### config.mk
export PLATFORM = sky130hd
export DESIGN_NAME = time_keeper
export DESIGN_NICKNAME = d
export VERILOG_FILES = /design/src/rtl/time_keeper_pkg.sv /design/src/rtl/time_keeper_month_len.sv /design/src/rtl/time_keeper.sv
export SDC_FILE = /design/constraint.sdc
export NUM_CORES = 1
export LEC_CHECK = 0
export ABC_AREA = 1
export CAP_MARGIN = 40
export CORE_AREA = 2 2 90 92
export DETAILED_ROUTE_END_ITERATION = 16
export DIE_AREA = 0 0 92 94
export GPL_ROUTABILITY_DRIVEN = 0
export MAX_ROUTING_LAYER = met4
export PLACE_DENSITY = 0.81
export RECOVER_POWER = 100
export SLEW_MARGIN = 25
export SYNTH_ARGS = -nofsm -noshare
export SYNTH_HDL_FRONTEND = slang
export SYNTH_SLANG_ARGS = --single-unit
export TNS_END_PERCENT = 1
### constraint.sdc
create_clock -name CLK -period 4.4 [get_ports CLK]
set_clock_uncertainty 0.2 [all_clocks]
set_input_delay 0.88 -clock CLK [delete_from_list [all_inputs] [get_ports CLK]]
set_output_delay 0.88 -clock CLK [all_outputs]
set_load 0.01 [all_outputs]
### src/rtl/time_keeper_pkg.sv
// Shared definitions for the real-time clock: packed time/date layouts,
// meridian constants, field limits and reset values.
// Pure declarations; no latency and no backpressure apply.
package time_keeper_pkg;

   // Time word: [16] meridian, [15:12] hour, [11:6] minute, [5:0] second.
   localparam int SEC_LSB   = 0;
   localparam int SEC_W     = 6;
   localparam int MIN_LSB   = 6;
   localparam int MIN_W     = 6;
   localparam int HOUR_LSB  = 12;
   localparam int HOUR_W    = 4;
   localparam int MER_BIT   = 16;

   // Date word: [16:10] year, [9:5] month, [4:0] day.
   localparam int DAY_LSB   = 0;
   localparam int DAY_W     = 5;
   localparam int MONTH_LSB = 5;
   localparam int MONTH_W   = 5;
   localparam int YEAR_LSB  = 10;
   localparam int YEAR_W    = 7;

   localparam logic MER_AM = 1'b0;
   localparam logic MER_PM = 1'b1;

   localparam logic [SEC_W-1:0]   SEC_MAX   = 6'd59;
   localparam logic [MIN_W-1:0]   MIN_MAX   = 6'd59;
   localparam logic [HOUR_W-1:0]  HOUR_MAX  = 4'd12;
   localparam logic [MONTH_W-1:0] MONTH_MAX = 5'd12;
   localparam logic [YEAR_W-1:0]  YEAR_MAX  = 7'd99;
   localparam logic [DAY_W-1:0]   DAY_MAX   = 5'd31;

   // Field order matches the bit layout above, so a cast maps ports directly.
   typedef struct packed {
      logic              mer;
      logic [HOUR_W-1:0] hour;
      logic [MIN_W-1:0]  min;
      logic [SEC_W-1:0]  sec;
   } time_t;

   typedef struct packed {
      logic [YEAR_W-1:0]  year;
      logic [MONTH_W-1:0] month;
      logic [DAY_W-1:0]   day;
   } date_t;

   localparam time_t RST_TIME = '{mer: MER_AM, hour: 4'd12, min: 6'd0, sec: 6'd0};
   localparam date_t RST_DATE = '{year: 7'd0, month: 5'd1, day: 5'd1};

endpackage

### src/rtl/time_keeper_month_len.sv
// Month length lookup (month, year) -> days in month, 28..31.
// Purely combinational, zero latency; no backpressure.
// Macro CALENDAR_EN selects true month lengths with leap years; otherwise
// every month is 31 days and the inputs are ignored.
// Ports: month [4:0] (1..12), year [6:0] (0..99), days [4:0].
module time_keeper_month_len
   import time_keeper_pkg::*;
(
   input  logic [MONTH_W-1:0] month,
   input  logic [YEAR_W-1:0]  year,
   output logic [DAY_W-1:0]   days
);

`ifdef CALENDAR_EN
   // Only the low two year bits decide leap years (year 0 counts as leap).
   logic unused_year_hi;
   assign unused_year_hi = ^year[YEAR_W-1:2];

   always_comb begin
      days = DAY_MAX;
      case (month)
         5'd4, 5'd6, 5'd9, 5'd11: days = 5'd30;
         5'd2:                    days = (year[1:0] == 2'b00) ? 5'd29 : 5'd28;
         default:                 days = DAY_MAX;
      endcase
   end
`else
   logic unused_inputs;
   assign unused_inputs = ^{month, year};
   assign days          = DAY_MAX;
`endif

endmodule

### src/rtl/time_keeper.sv
// Real-time clock: loads a packed time/date, then advances once per TICK_DIV
// cycles with full sec->min->hour->meridian->day->month->year carry.
// Latency: LOAD visible on outputs one cycle after the strobe; no backpressure,
// HOLD freezes the prescaler and all fields. Optional macro: CALENDAR_EN.
// Ports: CLK, RESETN (async active-low), LOAD (strobe), HOLD (level),
//        IN_TIME/IN_DATE (17b packed), OUT_TIME/OUT_DATE (17b packed, registered),
//        SEC_PULSE (advance strobe), DAY_PULSE (midnight strobe).
module time_keeper
   import time_keeper_pkg::*;
#(
   parameter int TICK_DIV = 50000000,
   parameter int CNT_W    = 26
)(
   input  logic        CLK,
   input  logic        RESETN,
   input  logic        LOAD,
   input  logic        HOLD,
   input  logic [16:0] IN_TIME,
   input  logic [16:0] IN_DATE,
   output logic [16:0] OUT_TIME,
   output logic [16:0] OUT_DATE,
   output logic        SEC_PULSE,
   output logic        DAY_PULSE
);

   localparam logic [CNT_W-1:0] TERM = CNT_W'(TICK_DIV - 1);

   time_t            cur_time, in_time, ld_time, adv_time;
   date_t            cur_date, in_date, ld_date, adv_date;
   logic [CNT_W-1:0] presc;
   logic [DAY_W-1:0] cur_len, ld_len;
   logic [MONTH_W-1:0] ld_month;
   logic [YEAR_W-1:0]  ld_year;
   logic             day_carry;

   assign in_time  = time_t'(IN_TIME);
   assign in_date  = date_t'(IN_DATE);
   assign OUT_TIME = cur_time;
   assign OUT_DATE = cur_date;

   // ---------------- load sanitization ----------------
   // Month and year are cleaned first so the day check uses the length of the
   // month that will actually be stored.
   assign ld_month = (in_date.month == '0 || in_date.month > MONTH_MAX) ? 5'd1 : in_date.month;
   assign ld_year  = (in_date.year > YEAR_MAX) ? 7'd0 : in_date.year;

   time_keeper_month_len u_ld_len (
      .month (ld_month),
      .year  (ld_year),
      .days  (ld_len)
   );

   always_comb begin
      ld_time       = in_time;
      ld_time.hour  = (in_time.hour == '0 || in_time.hour > HOUR_MAX) ? HOUR_MAX : in_time.hour;
      ld_time.min   = (in_time.min > MIN_MAX) ? 6'd0 : in_time.min;
      ld_time.sec   = (in_time.sec > SEC_MAX) ? 6'd0 : in_time.sec;
      ld_date.year  = ld_year;
      ld_date.month = ld_month;
      ld_date.day   = (in_date.day == '0 || in_date.day > ld_len) ? 5'd1 : in_date.day;
   end

   // ---------------- advance chain ----------------
   time_keeper_month_len u_cur_len (
      .month (cur_date.month),
      .year  (cur_date.year),
      .days  (cur_len)
   );

   always_comb begin
      adv_time  = cur_time;
      adv_date  = cur_date;
      day_carry = 1'b0;
      if (cur_time.sec >= SEC_MAX) begin
         adv_time.sec = '0;
         if (cur_time.min >= MIN_MAX) begin
            adv_time.min = '0;
            case (cur_time.hour)
               4'd12: adv_time.hour = 4'd1;
               4'd11: begin
                  // 11 -> 12 flips the meridian; PM -> AM is midnight.
                  adv_time.hour = 4'd12;
                  adv_time.mer  = ~cur_time.mer;
                  day_carry     = (cur_time.mer == MER_PM);
               end
               default: adv_time.hour = cur_time.hour + 4'd1;
            endcase
         end else begin
            adv_time.min = cur_time.min + 6'd1;
         end
      end else begin
         adv_time.sec = cur_time.sec + 6'd1;
      end

      if (day_carry) begin
         if (cur_date.day >= cur_len) begin
            adv_date.day = 5'd1;
            if (cur_date.month >= MONTH_MAX) begin
               adv_date.month = 5'd1;
               adv_date.year  = (cur_date.year >= YEAR_MAX) ? 7'd0 : cur_date.year + 7'd1;
            end else begin
               adv_date.month = cur_date.month + 5'd1;
            end
         end else begin
            adv_date.day = cur_date.day + 5'd1;
         end
      end
   end

   // ---------------- state ----------------
   // LOAD wins over an advance that would otherwise happen in the same cycle.
   always_ff @(posedge CLK or negedge RESETN) begin
      if (!RESETN) begin
         cur_time  <= RST_TIME;
         cur_date  <= RST_DATE;
         presc     <= '0;
         SEC_PULSE <= 1'b0;
         DAY_PULSE <= 1'b0;
      end else begin
         SEC_PULSE <= 1'b0;
         DAY_PULSE <= 1'b0;
         if (LOAD) begin
            cur_time <= ld_time;
            cur_date <= ld_date;
            presc    <= '0;
         end else if (!HOLD) begin
            if (presc == TERM) begin
               presc     <= '0;
               cur_time  <= adv_time;
               cur_date  <= adv_date;
               SEC_PULSE <= 1'b1;
               DAY_PULSE <= day_carry;
            end else begin
               presc <= presc + 1'b1;
            end
         end
      end
   end

endmodule
-- Word-level counts from Yosys, hierarchy flattened
Cells that the tools add are included.
- register bits after elaboration: 62
- latch bits: 0
- RAM bits: 0
- memory bits (read-only): 0
- bits of input ports: 38
- output and inout port bits: 36
- memories kept: 0
- add/subtract/negate cells: 7
- $mul: 0
- divide/modulo/power cells: 0
- order comparisons: 11
- equal/unequal tests: 4
- shift-type cells: 0
- muxes and demuxes: 36
- bitwise gates (word level): 1
- reductions and logical operators: 20
- operators by type and width (cell ; number):
    17-bit 2-to-1 mux ; 7
    26-bit 2-to-1 mux ; 3
    26-bit by 1-bit adder with 26-bit output (second input constant) ; 1
    26-bit equality test (second input constant) ; 1
    5-bit 2-to-1 mux ; 5
    6-bit 2-to-1 mux ; 4
    7-bit 2-to-1 mux ; 3
    2-bit nonzero test ; 7
    6-bit by 1-bit adder with 6-bit output (second input constant) ; 2
    6-bit >= comparator (second input constant) ; 2
    6-bit > comparator (second input constant) ; 2
    12-bit 2-to-1 mux ; 1
    11-bit 2-to-1 mux ; 1
    5-bit by 1-bit adder with 5-bit output (second input constant) ; 2
    5-bit zero test ; 2
    1-bit 2-to-1 mux ; 10
    5-bit AND reduction ; 2
    4-bit equality test (second input constant) ; 2
    4-bit one-hot mux with 2 select lines ; 1
    4-bit AND reduction ; 2
    7-bit by 1-bit adder with 7-bit output (second input constant) ; 1
    7-bit >= comparator (second input constant) ; 1
    7-bit > comparator (second input constant) ; 1
    3-bit AND reduction ; 2
    other kinds (12) ; 14

-- Logic depth before layout (Yosys ltp)
- depth in word-level cells: 8
- depth in mapped cells: 11
- depth with buffers taken out: 11

-- By module
Synthesis repeated with hierarchy kept, for this count alone.
- cell total of the unflattened synthesis: 695
- area total of the unflattened synthesis: 4583.1 sq um
- by module, submodules not included (module ; instances ; cells an instance ; area an instance (sq um) ; seq. area each (sq um)):
    time_keeper ; 1 ; 683 ; 4500.6 ; 1556.5
    time_keeper_month_len ; 2 ; 6 ; 41.3 ; 0.0

-- Worst setup path after synthesis
No wires, ideal clock.
- kind: input to register
- from: input HOLD
- to: register presc[20]
- arrival: 1685 ps
- data required time: 4083 ps
- setup slack: 2398 ps
- stages: 10
- cell sequence: inv_1 -> nor2_1 -> inv_2 -> nand3_2 -> nor2_2 -> nand2_1 -> inv_1 -> nand2_1 -> nor2_1 -> nor2_1
- longest elaborated chain between the ends: 1
- RTL lines (element ; line ; RTL):
    from (decl) ; time_keeper.sv:17 ; input logic HOLD,
    2-bit != test (no source line) ; -- ;
    to (signal assigned) ; time_keeper.sv:134 ; presc <= presc + 1'b1;
    to (decl) ; time_keeper.sv:30 ; logic [CNT_W-1:0] presc;
Every way passes these cells.
A chain may end at the register's enable or synchronous reset.

-- Worst setup path after layout
- from: input LOAD
- to: register presc[16]
- longest elaborated chain between the ends: 1
- RTL lines (element ; line ; RTL):
    from (decl) ; time_keeper.sv:16 ; input logic LOAD,
    2-bit != test (no source line) / 26-bit 2-to-1 mux (equally long branches) ; -- ;
Parallel ways exist; a longest one is shown, timed or not.

==> run summary <==
Pwr Density = 342.0 nW/um^2
Worst-Margin Slew = 1.130 ns
share of layout cells above drive strength 1 = 5.615%
Post-CTS Setup Inserts = 0
Hold Violations, Final = 0
fin nets = 702
Yosys reg bits = 62
period utilisation layout = 76.67%
sequential share of power = 43.5%
final slew viol count = 0
DP HPWL = 7439 um
Syn-to-layout area delta = 23.51%
first-pass GRT wire length = 17230 um
Routed WL per cell = 13.25 um
drt total wl = 10090 um
critical path type = in2reg
crit path DAT = 3.42 ns
min-delay worst type = reg2reg
Seq/Total Area, Yosys = 38.14%
RSZ-0062 raised after global routing = no
CP endpoint kind = flop
CTS tree = built
crit-path max cell delay = 0.95 ns
Core Box Area = 7607 um^2
DR vias/cell = 5.442
number of library cell types mapped by synthesis = 44
Synth area leaders = dfrtp_1 36%, nand2_1 16%, nand3_1 7.2%
area share of the largest cell type after synthesis = 35.56%
Cell Area, Synth = 4081 um^2
Sw Ratio = 33.73%
Int Power = 1.143 mW
top cells by count, synth = 179 x nand2_1, 67 x nor2_1, 59 x nand3_1
max_slew headroom = 24.65%
worst skew pair latency = 0.34 ns
DIE WIDTH = 92 um
initial antenna violation count = 0
Ant. Diodes = 0
Post-synth EDFFs = 0
synthesized instance count = 579
crit-path leading delay family = buffers and inverters
reg-to-reg startpoint = OUT_DATE[0]$_DFFE_PN1P_
critical path peak fanout = 17
first-pass detailed-route iteration total = 5
IO Port Bufs = 73
Clock Tree Root = clkbuf_8
Reg2Reg Setup Slack = 1.93 ns
status = finished clean
number of global-route vias before repair = 3974
clock sinks = 62
crit path max-delay cell type = dlygate4sd3_1
Clock transition at path regs = 0.07 ns
Post-synth top flop = dfrtp_1
Synth async-reset ratio = 100.0%
Starting Density = 53.65%
total power = 1.724 mW
most frequent cell after synthesis = nand2_1
Post-CTS Hold Buffers = 0
Peak VDD IR = 0.1846 mV
row count = 32
grt ovf = 0
vias post-DR = 4141
Mean Syn Cell Area = 7.049 um^2
Num CTS Buffers = 9
Psw = 581.4 uW
hold path startpoint = presc[1]$_DFFE_PN0P_
I/O pins = 74
H-tree depth = 3
reg2reg end = OUT_DATE[10]$_DFFE_PN0P_
Die H = 94 um
maxcap violations = 0
post_cts resized = 0
Bufs on Longest Clock Path = 2
Iter 0 DRT Violations = 290
yosys warns = 0
setup TNS = 0 ns
most frequent CP cell = nor2_1
Setup-failing EPs final = 0
logic gate share of total power = 26.3%
Fmax achieved = 296.4 MHz
CP Cell Sequence = dlygate4sd3_1, nor2_1, clkbuf_1, inv_1, nand3_1, nor2_1, nand2_1, inv_1, nor2_1, nor3_1
Hold Path Stages = 2
worst path required time = 4.44 ns
die area = 8648 um^2
top cell type by total area after synthesis = dfrtp_1
R2R cell count = 8
leakage = 2.482 nW
Syn Nets = 627
GRT Total Usage = 25.22%
Startpoint Class = input pin
DRC = 0
clock share of power = 30.1%
Routed Antenna Nets = 0
Hold Crit Endpoint = presc[1]$_DFFE_PN0P_
CP Buf/Inv Count = 4
Period minus WS final = 3.373 ns
largest net degree at the start of global routing = 47
-- state kept, by name, indices dropped and copies added, names as in the netlist --
register	cells
OUT_TIME	17
DAY_PULSE	1
OUT_DATE	17
SEC_PULSE	1
presc	26
-- cell families (layout without fill, tap and decap cells) --
| family | count (synthesis) | count (layout) | synth area share, % |
|---|---|---|---|
| DFF | 62 | 62 | 38.14 |
| buffers and inverters | 71 | 151 | 7.357 |
| AOI/OAI and AO/OA | 54 | 54 | 7.480 |
| adders and majority gates | 10 | 10 | 3.066 |
| and+or+nand+nor | 367 | 367 | 40.74 |
| xor gates and xnor gates | 15 | 15 | 3.219 |
-- area by class of cell --
type                            count  area (um^2)
Clock buffer                       10        137.6
Clock inverter                      6        70.07
Fill cell                         658         2566
Inverter                           58        217.7
Multi-Input combinational cell    446         2185
Sequential cell                    62         1556
Tap cell                          102        127.6
Timing Repair Buffer               77        747.0
-- worst max-delay path by stage --
stage / from / endpoint / slack [ns] / depth (start not counted)
6_report: LOAD / presc[16]$_DFFE_PN0P_ / 1.03 / 10
5_1_grt: LOAD / presc[20]$_DFFE_PN0P_ / 0.75 / 12
4_1_cts: LOAD / OUT_DATE[8]$_DFFE_PN0P_ / 1.49 / 8
3_5_place_dp: LOAD / OUT_DATE[8]$_DFFE_PN0P_ / 1.13 / 8
3_3_place_gp: LOAD / OUT_DATE[8]$_DFFE_PN0P_ / 1.22 / 8
2_1_floorplan: HOLD / presc[20]$_DFFE_PN0P_ / 2.40 / 10
-- power groups by stage --
stage	Combinational [mW]	Clock (mW)	Sequential [mW]
finish	0.454	0.519	0.750
global route	0.510	0.556	0.764
CTS	0.484	0.529	0.752
detailed placement	0.481	0	0.760
global placement	0.465	0	0.759
floorplan	0.239	0	0.759
-- worst reg2reg max path: cells and delay by family (launching register included) --
| kind | cells | cell delay, ns |
|---|---|---|
| fa+ha+maj | 2 | 0.36 |
| compound gates | 1 | 0.45 |
| simple gates | 5 | 0.76 |
| flops | 1 | 0.58 |
-- layout by cell type (no fill, tap or decap), types with 3 or more instances in the layout --
cell | Yosys | layout
o31ai_1 | 4 | 4
nor3_1 | 10 | 10
inv_1 | 53 | 56
clkinvlp_4 | 0 | 3
nand3_1 | 59 | 62
nand4_1 | 18 | 18
nand2_1 | 179 | 182
nor4_1 | 3 | 3
clkbuf_1 | 3 | 3
xnor2_1 | 4 | 4
clkdlybuf4s50_1 | 0 | 35
a21oi_1 | 8 | 8
nor2_2 | 5 | 4
nand2_2 | 5 | 3
dfrtp_1 | 58 | 58
clkbuf_8 | 0 | 10
dlygate4sd3_1 | 0 | 37
o21ai_0 | 28 | 32
nor3b_1 | 1 | 3
o22ai_1 | 3 | 3
ha_1 | 10 | 10
xor2_1 | 11 | 11
dfstp_2 | 4 | 4
and3_1 | 4 | 4
nor2_1 | 67 | 68
-- through the flow --
step	setup WS, ns	std cells	hold slack, ns	area [um^2]	utilization [%]
finish	1.027	761	0.3215	5041	66.27
global route	0.7487	761	0.3546	5041	66.27
CTS	1.490	761	0.2665	5110	67.17
detailed placement	1.126	745	0.2982	4902	64.44
global placement	1.224	744	0.2859	4875	64.08
floorplan	2.398	579	0.2747	4081	-
-- metal layers --
| layer | wire, um | GRT usage (%) |
|---|---|---|
| met1 | 4503 | 31.42 |
| met4 | 283 | 11.44 |
| met2 | 4606 | 39.77 |
| met3 | 693 | 5.457 |
| met5 | 0 | - |
Power figures use the tool's default switching activity.
==> edit: new RTL, same settings <==
`TICK_DIV`: 50000000 -> 37500000.
--- a/src/rtl/time_keeper.sv
+++ b/src/rtl/time_keeper.sv
@@ -8,7 +8,7 @@
 module time_keeper
    import time_keeper_pkg::*;
 #(
-   parameter int TICK_DIV = 50000000,
+   parameter int TICK_DIV = 37500000,
    parameter int CNT_W    = 26
 )(
    input  logic        CLK,
Check against the original RTL: no difference found for any inputs over 10 cycles, from zero or initial values and one cycle with RESETN low; that may be too few to reach the edited logic, so the function may still have changed.
==> edit against the original RTL <==
The flow now finishes with violations (capacitance limit, slew limit); final area is 2.1% higher; setup slack worse by 0.036 ns; global-route usage up 1.6 points; sequential cell count did not move; wire length increased by 6.7%; die area stayed put; total power is 0.17% higher; synthesized area increased by 3.1%; via count up 3.5%; critical path type unchanged; critical endpoint is now OUT_DATE[11]; largest power group unchanged.
==> edit: results (changes against the original RTL) <==
INFO  yosys          synth-compound-area-share=0.0901 [+0.0153]
INFO  run            max_cap_violations=1 [+1]
INFO  yosys          synthTopCellsByArea=sky130_fd_sc_hd__dfrtp_1 34%, sky130_fd_sc_hd__nand2_1 15%, sky130_fd_sc_hd__nand3_1 8.6%
INFO  yosys          netlist_instances=605 [+4.5%]
INFO  route          routed_wire_length_per_instance=13.8um [+3.8%]
INFO  place          placed_instance_count=766 [+2.8%]
INFO  finish         design.final.nets=723 [+3.0%]
INFO  place          place_ws=1.23ns [+0.108 ns]
INFO  finish         layout_cell_share_with_drive_strength_beyond_1=0.0529 [-0.00320]
INFO  outcome        violated_checks=capacitance limit, slew limit
INFO  global_routing largest_net_degree_at_the_start_of_global_routing=48 [+2.1%]
INFO  setup_path     timing.critical_path.fanout_max=47 [+30]
INFO  route          drt_first_pass_iters=4 [-1]
INFO  global_routing globalRouteMet2Util=0.431 [+0.0331]
INFO  setup_path     r2r_end=OUT_DATE[11]
INFO  global_routing use_met3=0.0329 [-0.0217]
INFO  setup_path     arrival_time_at_the_worst_endpoint=3.50ns [+0.08 ns]
INFO  yosys          synthesized_netlist_net_count=653 [+4.1%]
INFO  place          detailed_place_hpwl=7.99mm [+7.4%]
INFO  finish         fin_util=0.677 [+0.0141]
INFO  route          met3WireLength=551um [-20%]
INFO  route          wl_met2=5.08mm [+10%]
INFO  global_routing track_usage=0.268 [+0.0158]
INFO  global_routing grt_pass1_wl=18.1mm [+5.1%]
INFO  outcome        run_status=finished with violations
INFO  pwr            seq_power=0.748mW [about the same]
INFO  yosys          synth_cell_types=41 [-6.8%]
INFO  finish         layout.filler_cells=640 [-2.7%]
INFO  sta            finalMaxSlewViolations=32 [+32]
INFO  pwr            post-layout-total-power=1.73mW [+0.17%]
INFO  finish         instances_no_fill=782 [+2.8%]
INFO  route          drtIter0Drc=225 [-22%]
INFO  place          placed_area=4970um^2 [+1.5%]
INFO  setup_path     reg2reg_depth=9 [+1]
INFO  route          route.layer.met1.wl=4.86mm [+7.9%]
INFO  yosys          synth_sequential_area_ratio=0.370 [-0.0115]
INFO  setup_path     critical_path.slowest_cell=sky130_fd_sc_hd__inv_1
-- edit: how the worst min path moves through the flow --
stage          depth (start not counted)         start  slack (ns)            to
3_3_place_gp                           2   OUT_DATE[5]        0.29   OUT_DATE[5]
2_1_floorplan                          2     presc[23]        0.27     presc[23]
3_5_place_dp                           2      presc[1]        0.30      presc[1]
6_report                               2  OUT_TIME[15]        0.31  OUT_TIME[15]
4_1_cts                                2  OUT_TIME[15]        0.31  OUT_TIME[15]
5_1_grt                                2   OUT_DATE[5]        0.33   OUT_DATE[5]
-- edit: worst min-delay path: stages (launching register included) --
cell and delay, ns:
sky130_fd_sc_hd__dfstp_2 0.39, sky130_fd_sc_hd__nand2_1 0.06, sky130_fd_sc_hd__o21ai_1 0.06
-- edit: area by class of cell --
type                    count  area share
clock buffers              13      0.0309
clock inverters             3     0.00826
inverters                  65      0.0474
multi-input cells         462       0.443
flip-flops and latches     62       0.302
well taps                 102      0.0248
repair buffers             75       0.144
